--- src/rtl/add_num_job_ctrl_pkg.sv ---
// Shared types and defaults for the add-two-numbers batch sequencer.
//   t_job_state : sequencer states
//   DEF_*       : default operand placement / widths
//   pack_result : places an OP_W+1 bit sum into the low bits of a zeroed line
package add_num_pkg;

  localparam int unsigned DEF_DATA_W  = 512;
  localparam int unsigned DEF_OPA_LSB = 8;
  localparam int unsigned DEF_OPB_LSB = 16;
  localparam int unsigned DEF_OP_W    = 8;

  typedef enum logic [2:0] {
    IDLE,
    RD_REQ,
    RD_WAIT,
    ADD,
    WR_REQ,
    DRAIN
  } t_job_state;

  typedef logic [DEF_OP_W:0]     t_sum;
  typedef logic [DEF_DATA_W-1:0] t_line;

  function automatic t_line pack_result(input t_sum sum);
    t_line line;
    line = '0;
    line[DEF_OP_W:0] = sum;
    return line;
  endfunction

endpackage

--- src/rtl/add_num_job_ctrl_if.sv ---
// Host channel bundle (c0 read / c1 write) between the sequencer and CCI-P.
//   master : sequencer side (drives requests, receives responses/almfull)
//   slave  : host side
interface add_num_job_ctrl_if #(
  parameter int unsigned ADDR_W  = 42,
  parameter int unsigned DATA_W  = 512,
  parameter int unsigned MDATA_W = 16
) ();

  logic               c0_almfull;
  logic               rd_req_valid;
  logic [ADDR_W-1:0]  rd_req_addr;
  logic [MDATA_W-1:0] rd_req_mdata;
  logic               rd_rsp_valid;
  logic [MDATA_W-1:0] rd_rsp_mdata;
  logic [DATA_W-1:0]  rd_rsp_data;

  logic               c1_almfull;
  logic               wr_req_valid;
  logic [ADDR_W-1:0]  wr_req_addr;
  logic [DATA_W-1:0]  wr_req_data;
  logic               wr_rsp_valid;

  modport master (
    input  c0_almfull,
    output rd_req_valid, rd_req_addr, rd_req_mdata,
    input  rd_rsp_valid, rd_rsp_mdata, rd_rsp_data,
    input  c1_almfull,
    output wr_req_valid, wr_req_addr, wr_req_data,
    input  wr_rsp_valid
  );

  modport slave (
    output c0_almfull,
    input  rd_req_valid, rd_req_addr, rd_req_mdata,
    output rd_rsp_valid, rd_rsp_mdata, rd_rsp_data,
    output c1_almfull,
    input  wr_req_valid, wr_req_addr, wr_req_data,
    output wr_rsp_valid
  );

endinterface

--- src/rtl/add_num_job_ctrl_alu.sv ---
// Registered operand extract + add, one cycle latency.
//   en   : capture a new sum from data this cycle
//   data : read response line
//   sum  : {1'b0,a}+{1'b0,b}, held until the next enable
module add_num_alu #(
  parameter int unsigned DATA_W  = 512,
  parameter int unsigned OPA_LSB = 8,
  parameter int unsigned OPB_LSB = 16,
  parameter int unsigned OP_W    = 8
) (
  input  logic              clk,
  input  logic              reset_n,
  input  logic              en,
  input  logic [DATA_W-1:0] data,
  output logic [OP_W:0]     sum
);

  logic [OP_W-1:0] op_a;
  logic [OP_W-1:0] op_b;
  logic [OP_W:0]   sum_d;
  logic [OP_W:0]   sum_q;
  logic            data_unused;

  // Only the two operand fields matter; the rest of the line is dropped.
  assign data_unused = ^data;

  always_comb begin
    op_a  = data[OPA_LSB +: OP_W];
    op_b  = data[OPB_LSB +: OP_W];
    sum_d = sum_q;
    if (en) begin
      sum_d = {1'b0, op_a} + {1'b0, op_b};
    end
  end

  always_ff @(posedge clk or negedge reset_n) begin
    if (!reset_n) begin
      sum_q <= '0;
    end else begin
      sum_q <= sum_d;
    end
  end

  assign sum = sum_q;

endmodule

--- src/rtl/add_num_job_ctrl.sv ---
// Batch sequencer for the add-two-numbers datapath.
// For each line i: read src_base+i, add two operand bytes, write dst_base+i.
//   clk, reset_n               : host clock, async active-low reset
//   start/src_base/dst_base/num_lines : batch command (sampled on start in IDLE)
//   busy/done/err/lines_done   : batch status
//   host                       : c0/c1 request/response channel (master side)
module add_num_job_ctrl
  import add_num_pkg::*;
#(
  parameter int unsigned ADDR_W  = 42,
  parameter int unsigned DATA_W  = DEF_DATA_W,
  parameter int unsigned CNT_W   = 16,
  parameter int unsigned MDATA_W = 16,
  parameter int unsigned OPA_LSB = DEF_OPA_LSB,
  parameter int unsigned OPB_LSB = DEF_OPB_LSB,
  parameter int unsigned OP_W    = DEF_OP_W
) (
  input  logic               clk,
  input  logic               reset_n,
  input  logic               start,
  input  logic [ADDR_W-1:0]  src_base,
  input  logic [ADDR_W-1:0]  dst_base,
  input  logic [CNT_W-1:0]   num_lines,
  output logic               busy,
  output logic               done,
  output logic               err,
  output logic [CNT_W-1:0]   lines_done,
  add_num_job_ctrl_if.master host
);

  typedef logic [CNT_W:0] t_cnt_ext;

  t_job_state         state_d, state_q;
  logic [ADDR_W-1:0]  src_d, src_q;
  logic [ADDR_W-1:0]  dst_d, dst_q;
  logic [CNT_W-1:0]   num_d, num_q;
  logic [CNT_W-1:0]   idx_d, idx_q;
  logic [CNT_W-1:0]   lines_done_d, lines_done_q;
  logic               busy_d, busy_q;
  logic               done_d, done_q;
  logic               err_d, err_q;
  logic               rd_valid_d, rd_valid_q;
  logic [ADDR_W-1:0]  rd_addr_d, rd_addr_q;
  logic [MDATA_W-1:0] rd_mdata_d, rd_mdata_q;
  logic               wr_valid_d, wr_valid_q;
  logic [ADDR_W-1:0]  wr_addr_d, wr_addr_q;
  logic [DATA_W-1:0]  wr_data_d, wr_data_q;
  logic               alu_en;
  logic [OP_W:0]      alu_sum;
  logic               last_line;

  add_num_alu #(
    .DATA_W  (DATA_W),
    .OPA_LSB (OPA_LSB),
    .OPB_LSB (OPB_LSB),
    .OP_W    (OP_W)
  ) u_alu (
    .clk     (clk),
    .reset_n (reset_n),
    .en      (alu_en),
    .data    (host.rd_rsp_data),
    .sum     (alu_sum)
  );

  // Widened compare so idx+1 cannot wrap when num_lines is all ones.
  assign last_line = ((t_cnt_ext'(idx_q) + t_cnt_ext'(1)) == t_cnt_ext'(num_q));

  always_comb begin
    state_d      = state_q;
    src_d        = src_q;
    dst_d        = dst_q;
    num_d        = num_q;
    idx_d        = idx_q;
    lines_done_d = lines_done_q;
    busy_d       = busy_q;
    done_d       = 1'b0;
    err_d        = err_q;
    rd_valid_d   = 1'b0;
    rd_addr_d    = rd_addr_q;
    rd_mdata_d   = rd_mdata_q;
    wr_valid_d   = 1'b0;
    wr_addr_d    = wr_addr_q;
    wr_data_d    = wr_data_q;
    alu_en       = 1'b0;

    unique case (state_q)
      IDLE: begin
        if (start) begin
          src_d        = src_base;
          dst_d        = dst_base;
          num_d        = num_lines;
          idx_d        = '0;
          lines_done_d = '0;
          err_d        = 1'b0;
          busy_d       = 1'b1;
          state_d      = (num_lines == '0) ? DRAIN : RD_REQ;
        end
      end
      RD_REQ: begin
        if (!host.c0_almfull) begin
          rd_valid_d = 1'b1;
          rd_addr_d  = src_q + ADDR_W'(idx_q);
          rd_mdata_d = MDATA_W'(idx_q);
          state_d    = RD_WAIT;
        end
      end
      RD_WAIT: begin
        if (host.rd_rsp_valid) begin
          if (host.rd_rsp_mdata != MDATA_W'(idx_q)) begin
            err_d = 1'b1;
          end
          alu_en  = 1'b1;
          state_d = ADD;
        end
      end
      ADD: begin
        state_d = WR_REQ;
      end
      WR_REQ: begin
        if (!host.c1_almfull) begin
          wr_valid_d = 1'b1;
          wr_addr_d  = dst_q + ADDR_W'(idx_q);
          wr_data_d  = DATA_W'(pack_result(t_sum'(alu_sum)));
          idx_d      = idx_q + CNT_W'(1);
          state_d    = last_line ? DRAIN : RD_REQ;
        end
      end
      DRAIN: begin
        if (lines_done_q == num_q) begin
          done_d  = 1'b1;
          busy_d  = 1'b0;
          state_d = IDLE;
        end
      end
      default: state_d = IDLE;
    endcase

    // Responses outside their expected windows: flag, otherwise ignore.
    // Applied after the IDLE start clear so a same-cycle stray response still sticks.
    if (host.rd_rsp_valid && (state_q != RD_WAIT)) begin
      err_d = 1'b1;
    end
    if (host.wr_rsp_valid) begin
      if (state_q == IDLE) begin
        err_d = 1'b1;
      end else begin
        lines_done_d = lines_done_q + CNT_W'(1);
      end
    end
  end

  always_ff @(posedge clk or negedge reset_n) begin
    if (!reset_n) begin
      state_q      <= IDLE;
      src_q        <= '0;
      dst_q        <= '0;
      num_q        <= '0;
      idx_q        <= '0;
      lines_done_q <= '0;
      busy_q       <= 1'b0;
      done_q       <= 1'b0;
      err_q        <= 1'b0;
      rd_valid_q   <= 1'b0;
      rd_addr_q    <= '0;
      rd_mdata_q   <= '0;
      wr_valid_q   <= 1'b0;
      wr_addr_q    <= '0;
      wr_data_q    <= '0;
    end else begin
      state_q      <= state_d;
      src_q        <= src_d;
      dst_q        <= dst_d;
      num_q        <= num_d;
      idx_q        <= idx_d;
      lines_done_q <= lines_done_d;
      busy_q       <= busy_d;
      done_q       <= done_d;
      err_q        <= err_d;
      rd_valid_q   <= rd_valid_d;
      rd_addr_q    <= rd_addr_d;
      rd_mdata_q   <= rd_mdata_d;
      wr_valid_q   <= wr_valid_d;
      wr_addr_q    <= wr_addr_d;
      wr_data_q    <= wr_data_d;
    end
  end

  assign busy              = busy_q;
  assign done              = done_q;
  assign err               = err_q;
  assign lines_done        = lines_done_q;
  assign host.rd_req_valid = rd_valid_q;
  assign host.rd_req_addr  = rd_addr_q;
  assign host.rd_req_mdata = rd_mdata_q;
  assign host.wr_req_valid = wr_valid_q;
  assign host.wr_req_addr  = wr_addr_q;
  assign host.wr_req_data  = wr_data_q;

endmodule

--- src/flat_wrapper.sv ---
// flat-port wrapper written by rule: the top's interface ports become plain ports
module add_num_job_ctrl_flat import add_num_pkg::*;
#(
  parameter int unsigned ADDR_W  = 42,
  parameter int unsigned DATA_W  = DEF_DATA_W,
  parameter int unsigned CNT_W   = 16,
  parameter int unsigned MDATA_W = 16,
  parameter int unsigned OPA_LSB = DEF_OPA_LSB,
  parameter int unsigned OPB_LSB = DEF_OPB_LSB,
  parameter int unsigned OP_W    = DEF_OP_W
)
  (clk, reset_n, start, src_base, dst_base, num_lines, busy, done, err, lines_done, host_c0_almfull, host_rd_req_valid, host_rd_req_addr, host_rd_req_mdata, host_rd_rsp_valid, host_rd_rsp_mdata, host_rd_rsp_data, host_c1_almfull, host_wr_req_valid, host_wr_req_addr, host_wr_req_data, host_wr_rsp_valid);
  add_num_job_ctrl_if #(.ADDR_W(ADDR_W), .DATA_W(DATA_W), .MDATA_W(MDATA_W)) host_i ();
  input  logic clk;
  input  logic reset_n;
  input  logic start;
  input  logic [ADDR_W-1:0] src_base;
  input  logic [ADDR_W-1:0] dst_base;
  input  logic [CNT_W-1:0] num_lines;
  output logic busy;
  output logic done;
  output logic err;
  output logic [CNT_W-1:0] lines_done;
  input wire logic [$bits(host_i.c0_almfull)-1:0] host_c0_almfull;
  output wire logic [$bits(host_i.rd_req_valid)-1:0] host_rd_req_valid;
  output wire logic [$bits(host_i.rd_req_addr)-1:0] host_rd_req_addr;
  output wire logic [$bits(host_i.rd_req_mdata)-1:0] host_rd_req_mdata;
  input wire logic [$bits(host_i.rd_rsp_valid)-1:0] host_rd_rsp_valid;
  input wire logic [$bits(host_i.rd_rsp_mdata)-1:0] host_rd_rsp_mdata;
  input wire logic [$bits(host_i.rd_rsp_data)-1:0] host_rd_rsp_data;
  input wire logic [$bits(host_i.c1_almfull)-1:0] host_c1_almfull;
  output wire logic [$bits(host_i.wr_req_valid)-1:0] host_wr_req_valid;
  output wire logic [$bits(host_i.wr_req_addr)-1:0] host_wr_req_addr;
  output wire logic [$bits(host_i.wr_req_data)-1:0] host_wr_req_data;
  input wire logic [$bits(host_i.wr_rsp_valid)-1:0] host_wr_rsp_valid;
  assign host_i.c0_almfull = host_c0_almfull;
  assign host_rd_req_valid = host_i.rd_req_valid;
  assign host_rd_req_addr = host_i.rd_req_addr;
  assign host_rd_req_mdata = host_i.rd_req_mdata;
  assign host_i.rd_rsp_valid = host_rd_rsp_valid;
  assign host_i.rd_rsp_mdata = host_rd_rsp_mdata;
  assign host_i.rd_rsp_data = host_rd_rsp_data;
  assign host_i.c1_almfull = host_c1_almfull;
  assign host_wr_req_valid = host_i.wr_req_valid;
  assign host_wr_req_addr = host_i.wr_req_addr;
  assign host_wr_req_data = host_i.wr_req_data;
  assign host_i.wr_rsp_valid = host_wr_rsp_valid;
  add_num_job_ctrl #(.ADDR_W(ADDR_W), .DATA_W(DATA_W), .CNT_W(CNT_W), .MDATA_W(MDATA_W), .OPA_LSB(OPA_LSB), .OPB_LSB(OPB_LSB), .OP_W(OP_W)) u_core (.clk(clk), .reset_n(reset_n), .start(start), .src_base(src_base), .dst_base(dst_base), .num_lines(num_lines), .busy(busy), .done(done), .err(err), .lines_done(lines_done), .host(host_i));
endmodule
--- config.mk ---
export PLATFORM = sky130hd
export DESIGN_NAME = add_num_job_ctrl_flat
export DESIGN_NICKNAME = d
export VERILOG_FILES = /design/src/rtl/add_num_job_ctrl_pkg.sv /design/src/rtl/add_num_job_ctrl_if.sv /design/src/rtl/add_num_job_ctrl_alu.sv /design/src/rtl/add_num_job_ctrl.sv /design/src/flat_wrapper.sv
export SDC_FILE = /design/constraint.sdc
export NUM_CORES = 1
export LEC_CHECK = 0
export ABC_AREA = 1
export BUFFER_PORTS_ARGS = -buffer_cell sky130_fd_sc_hd__buf_2
export CAP_MARGIN = 0
export CORE_AREA = 3 3 488 490
export CTS_BUF_LIST = sky130_fd_sc_hd__clkbuf_8
export DETAILED_ROUTE_END_ITERATION = 7
export DIE_AREA = 0 0 491 493
export GPL_TIMING_DRIVEN = 0
export MAX_ROUTING_LAYER = met4
export SLEW_MARGIN = 20
export SYNTH_ARGS = -nofsm -noshare
export SYNTH_HDL_FRONTEND = slang
export SYNTH_SLANG_ARGS = --single-unit
--- constraint.sdc ---
create_clock -name clk -period 2.7 [get_ports clk]
set_input_delay 0.27 -clock clk [delete_from_list [all_inputs] [get_ports clk]]
set_output_delay 0.27 -clock clk [all_outputs]
set_load 0.01 [all_outputs]
==> flow_summary_export.csv <==
group,metric,value,unit
grt,track_usage,8.566,%
timing,final-hold-violation-count,0,
synthesis,synth_area_per_cell,7.408,µm²
synthesis,yosysTopAreaCell,"dfrtp_1",
worst_setup_path,crit_path_end_kind,"flip-flop",
worst_setup_path,crit_type,"reg2reg",
clock_tree,cts_max_level,2,
power_and_ir_drop,vdd_drop_max,0.3942,mV
clock_tree,numCtsBuffers,51,
clock_tree,clk_pin_slew,0.06,ns
timing,rsz0062_at_grt,"false",
power_and_ir_drop,p_leak,14.08,nW
power_and_ir_drop,powerDensity,711.1,nW/µm²
synthesis,synthFlopType,"dfrtp_1",
clock_tree,cts_root_buf,"clkbuf_8",
status,outcome,"finished clean",
finish,final_util,12.06,%
synthesis,netlist.area_leader.share,34.90,%
worst_setup_path,start_kind,"flip-flop",
grt,antenna_found_initial,88,
clock_tree,clk_latency,0.70,ns
drt,wl_per_cell,15.76,µm
timing,fmax,0.3929,GHz
finish,fin_nets,4126,
finish,area_growth,52.86,%
drt,route.final.wire_length,105100,µm
grt,grt_overflow,0,
die,die_h,493,µm
drt,drt_iter0_markers,1514,
clock_tree,clock-sinks,258,
clock_tree,cts_tree,"yes",
synthesis,syn_inst,2497,
die,rows,178,
run,drv_cap,0,
worst_setup_path,crit_arrival,3.07,ns
synthesis,synth_area,18500,µm²
die,die_x,491,µm
synthesis,yosys_warnings,0,
timing,min_period,2.545,ns
timing,drv_slew,0,
drt,ant_nets,0,
timing,skew,0.04515,ns
synthesis,ys_ff_latch,258,
grt,grt_first_pass_wirelength,138600,µm
placed_design,gp_congestion,0.8778,
die,core_area,234500,µm²
timing,max_slew_margin,32.54,%
grt,grt_pass1_vias,16390,
placed_design,post-dp-hpwl,90970,µm
power_and_ir_drop,p_total,20.11,mW
timing,setup_viol,0,
timing,min_period_over_period,94.27,%
drt,firstDrtPassIters,5,
synthesis,seq_area_frac_synth,34.90,%
synthesis,yosysUniqueCellTypes,50,
synthesis,async_reset_ff_share,100.0,%
die,die_area,242100,µm²
synthesis,synth_area_leaders,"dfrtp_1 (35%), buf_4 (20%), nand2_1 (15%)",
drt,vias,18080,
worst_setup_path,critPathRequiredTime,3.22,ns
timing,tightest_slew,1.012,ns
clock_tree,clockBufferDepth,3,
finish,fillers,27310,
placed_design,place.port_buffers,268,
min_path,hp-class,"in2async",
finish,drive_gt1_share,27.81,%
die,initial_core_util,7.888,%
die,pin_count,1268,
drt,drc,0,
grt,grt_start_max_net_pins,87,
synthesis,synth_edf_count,0,
worst_setup_path,critPathMaxFanout,9,
drt,via_per_inst,2.711,
stage by stage:
step | cells | area (µm²) | hold slack (ns) | setup slack [ns] | TNS (ns)
2_1_floorplan | 2999 | 20380 | -0.02559 | 0.4882 | 0
3_3_place_gp | 6417 | 25660 | 0.4555 | -4.198 | -1075.90
3_5_place_dp | 6421 | 25790 | 0.1860 | -0.4438 | -13.93
4_1_cts | 6632 | 28100 | 0.0004039 | 0.01230 | 0
5_1_grt | 6664 | 28260 | 0.06296 | 0.0005360 | 0
6_report | 6669 | 28280 | 0.07905 | 0.1547 | 0
power by group:
part           switching (mW)  internal, mW  total [mW]
clock                    2.11          2.41        4.52
combinational            5.75          2.95        8.70
sequential               1.42          5.46        6.88
what timing repair did:
action | CTS | global route
resized for setup | 17 | 28
setup endpoints to repair | 104 | 74
pin swaps | 1 | 2
hold buffers | 118 | 0
setup buffers | 2 | 2
endpoints found under the hold margin | 283 | 0
logic make-up (layout without fill, tap and decap cells):
logic type	Yosys count	after routing	share of synthesized area [%]
and+or+nand+nor	1114	1114	25.37
buffers and inverters	749	1234	25.54
muxes	3	3	0.1623
DFF	258	258	34.90
other	1	538	0.02027
AOI/OAI and AO/OA	258	258	7.495
xor gates and xnor gates	69	69	3.341
adders and majority gates	45	45	3.166
layer usage:
layer / share of wire [%] / track usage [%] / vias to the layer above
met4: 2.0 / 1.461 / 0
met2: 46 / 14.10 / 1089
li1: - / - / 8892
met3: 10 / 2.648 / 158
met1: 41 / 10.39 / 7940
met5: 0 / - / -
sequential cells by signal, summed over array words and instances, names as in the netlist, 3 cells and up, named ones only:
name and cells:
u_core.host.rd_req_mdata 16, u_core.lines_done 15, u_core.idx_q 16, u_core.dst_q 42
u_core.src_q 42, u_core.host.wr_req_addr 42, u_core.host.rd_req_addr 42, u_core.u_alu.sum 9
u_core.host.wr_req_data 9, u_core.num_q 16, u_core.state_q 3
path summary, 6_finish.rpt:
kind / end / cells past startpoint / start / slack [ns]
setup / recovery: u_core.host.wr_req_addr[28] / 8 / u_core.idx_q[9] / 0.15
hold / removal: u_core.lines_done[12] / 2 / reset_n / 0.08
setup reg to reg: u_core.host.wr_req_addr[28] / 8 / u_core.idx_q[9] / 0.15
hold reg to reg: u_core.host.wr_req_data[5] / 2 / u_core.host.wr_req_data[5] / 0.47
max in group asynchronous: u_core.dst_q[22] / 4 / reset_n / 1.36
min in group clk: u_core.err / 5 / host_rd_rsp_mdata[14] / 0.08
cell usage in the layout (no fill, tap or decap), types with 44 or more instances in the layout:
cell / instances
conb_1: 503
a21oi_1: 44
dfrtp_1: 242
dlygate4sd3_1: 118
nand2_1: 729
clkbuf_8: 60
o21ai_0: 148
nand3_1: 140
buf_2: 288
inv_1: 203
buf_4: 507
nor2_1: 130
layout make-up:
| cell class | count | area (µm²) | area share (%) |
|---|---|---|---|
| diodes | 35 | 87.58 | 0.3097 |
| plain buffers | 554 | 4005 | 14.16 |
| clock buffers | 60 | 825.8 | 2.920 |
| clock inverters | 31 | 255.2 | 0.9027 |
| inverters | 195 | 732.0 | 2.589 |
| multi-input cells | 1992 | 9278 | 32.81 |
| flip-flops and latches | 258 | 6479 | 22.91 |
| well taps | 3150 | 3941 | 13.94 |
| repair buffers | 394 | 2673 | 9.452 |
Yosys cell counts (2+ instances only):
cell type / instances
mux2i_1: 3
nand3_1: 140
dfrtp_1: 258
o21ai_1: 18
o21bai_1: 4
a21o_1: 2
nand4_1: 22
ha_1: 42
nor3_2: 4
o21a_1: 4
nor4_1: 15
nand2_2: 11
nor2_2: 7
buf_4: 503
buf_2: 20
xnor2_1: 42
xor2_1: 26
o21ai_2: 4
fa_1: 3
o22ai_1: 10
nand2_1: 730
a22o_1: 2
inv_2: 8
nor2_1: 133
nor3b_1: 2
nand3b_1: 4
nor2_4: 6
a22oi_1: 2
clkbuf_1: 31
inv_1: 186
o21ai_0: 149
a31oi_1: 11
nor3_1: 21
a21oi_1: 47
or2_2: 10
nand3_2: 3
critical path, stage by stage (launching register included):
cell	delay, ns
dfrtp_2	0.57
ha_1	0.48
a21oi_1	0.13
o21ai_0	0.25
a21oi_1	0.15
o21ai_2	0.34
nand2_1	0.15
xor2_2	0.21
o21ai_0	0.09
Power figures use the tool's default switching activity.
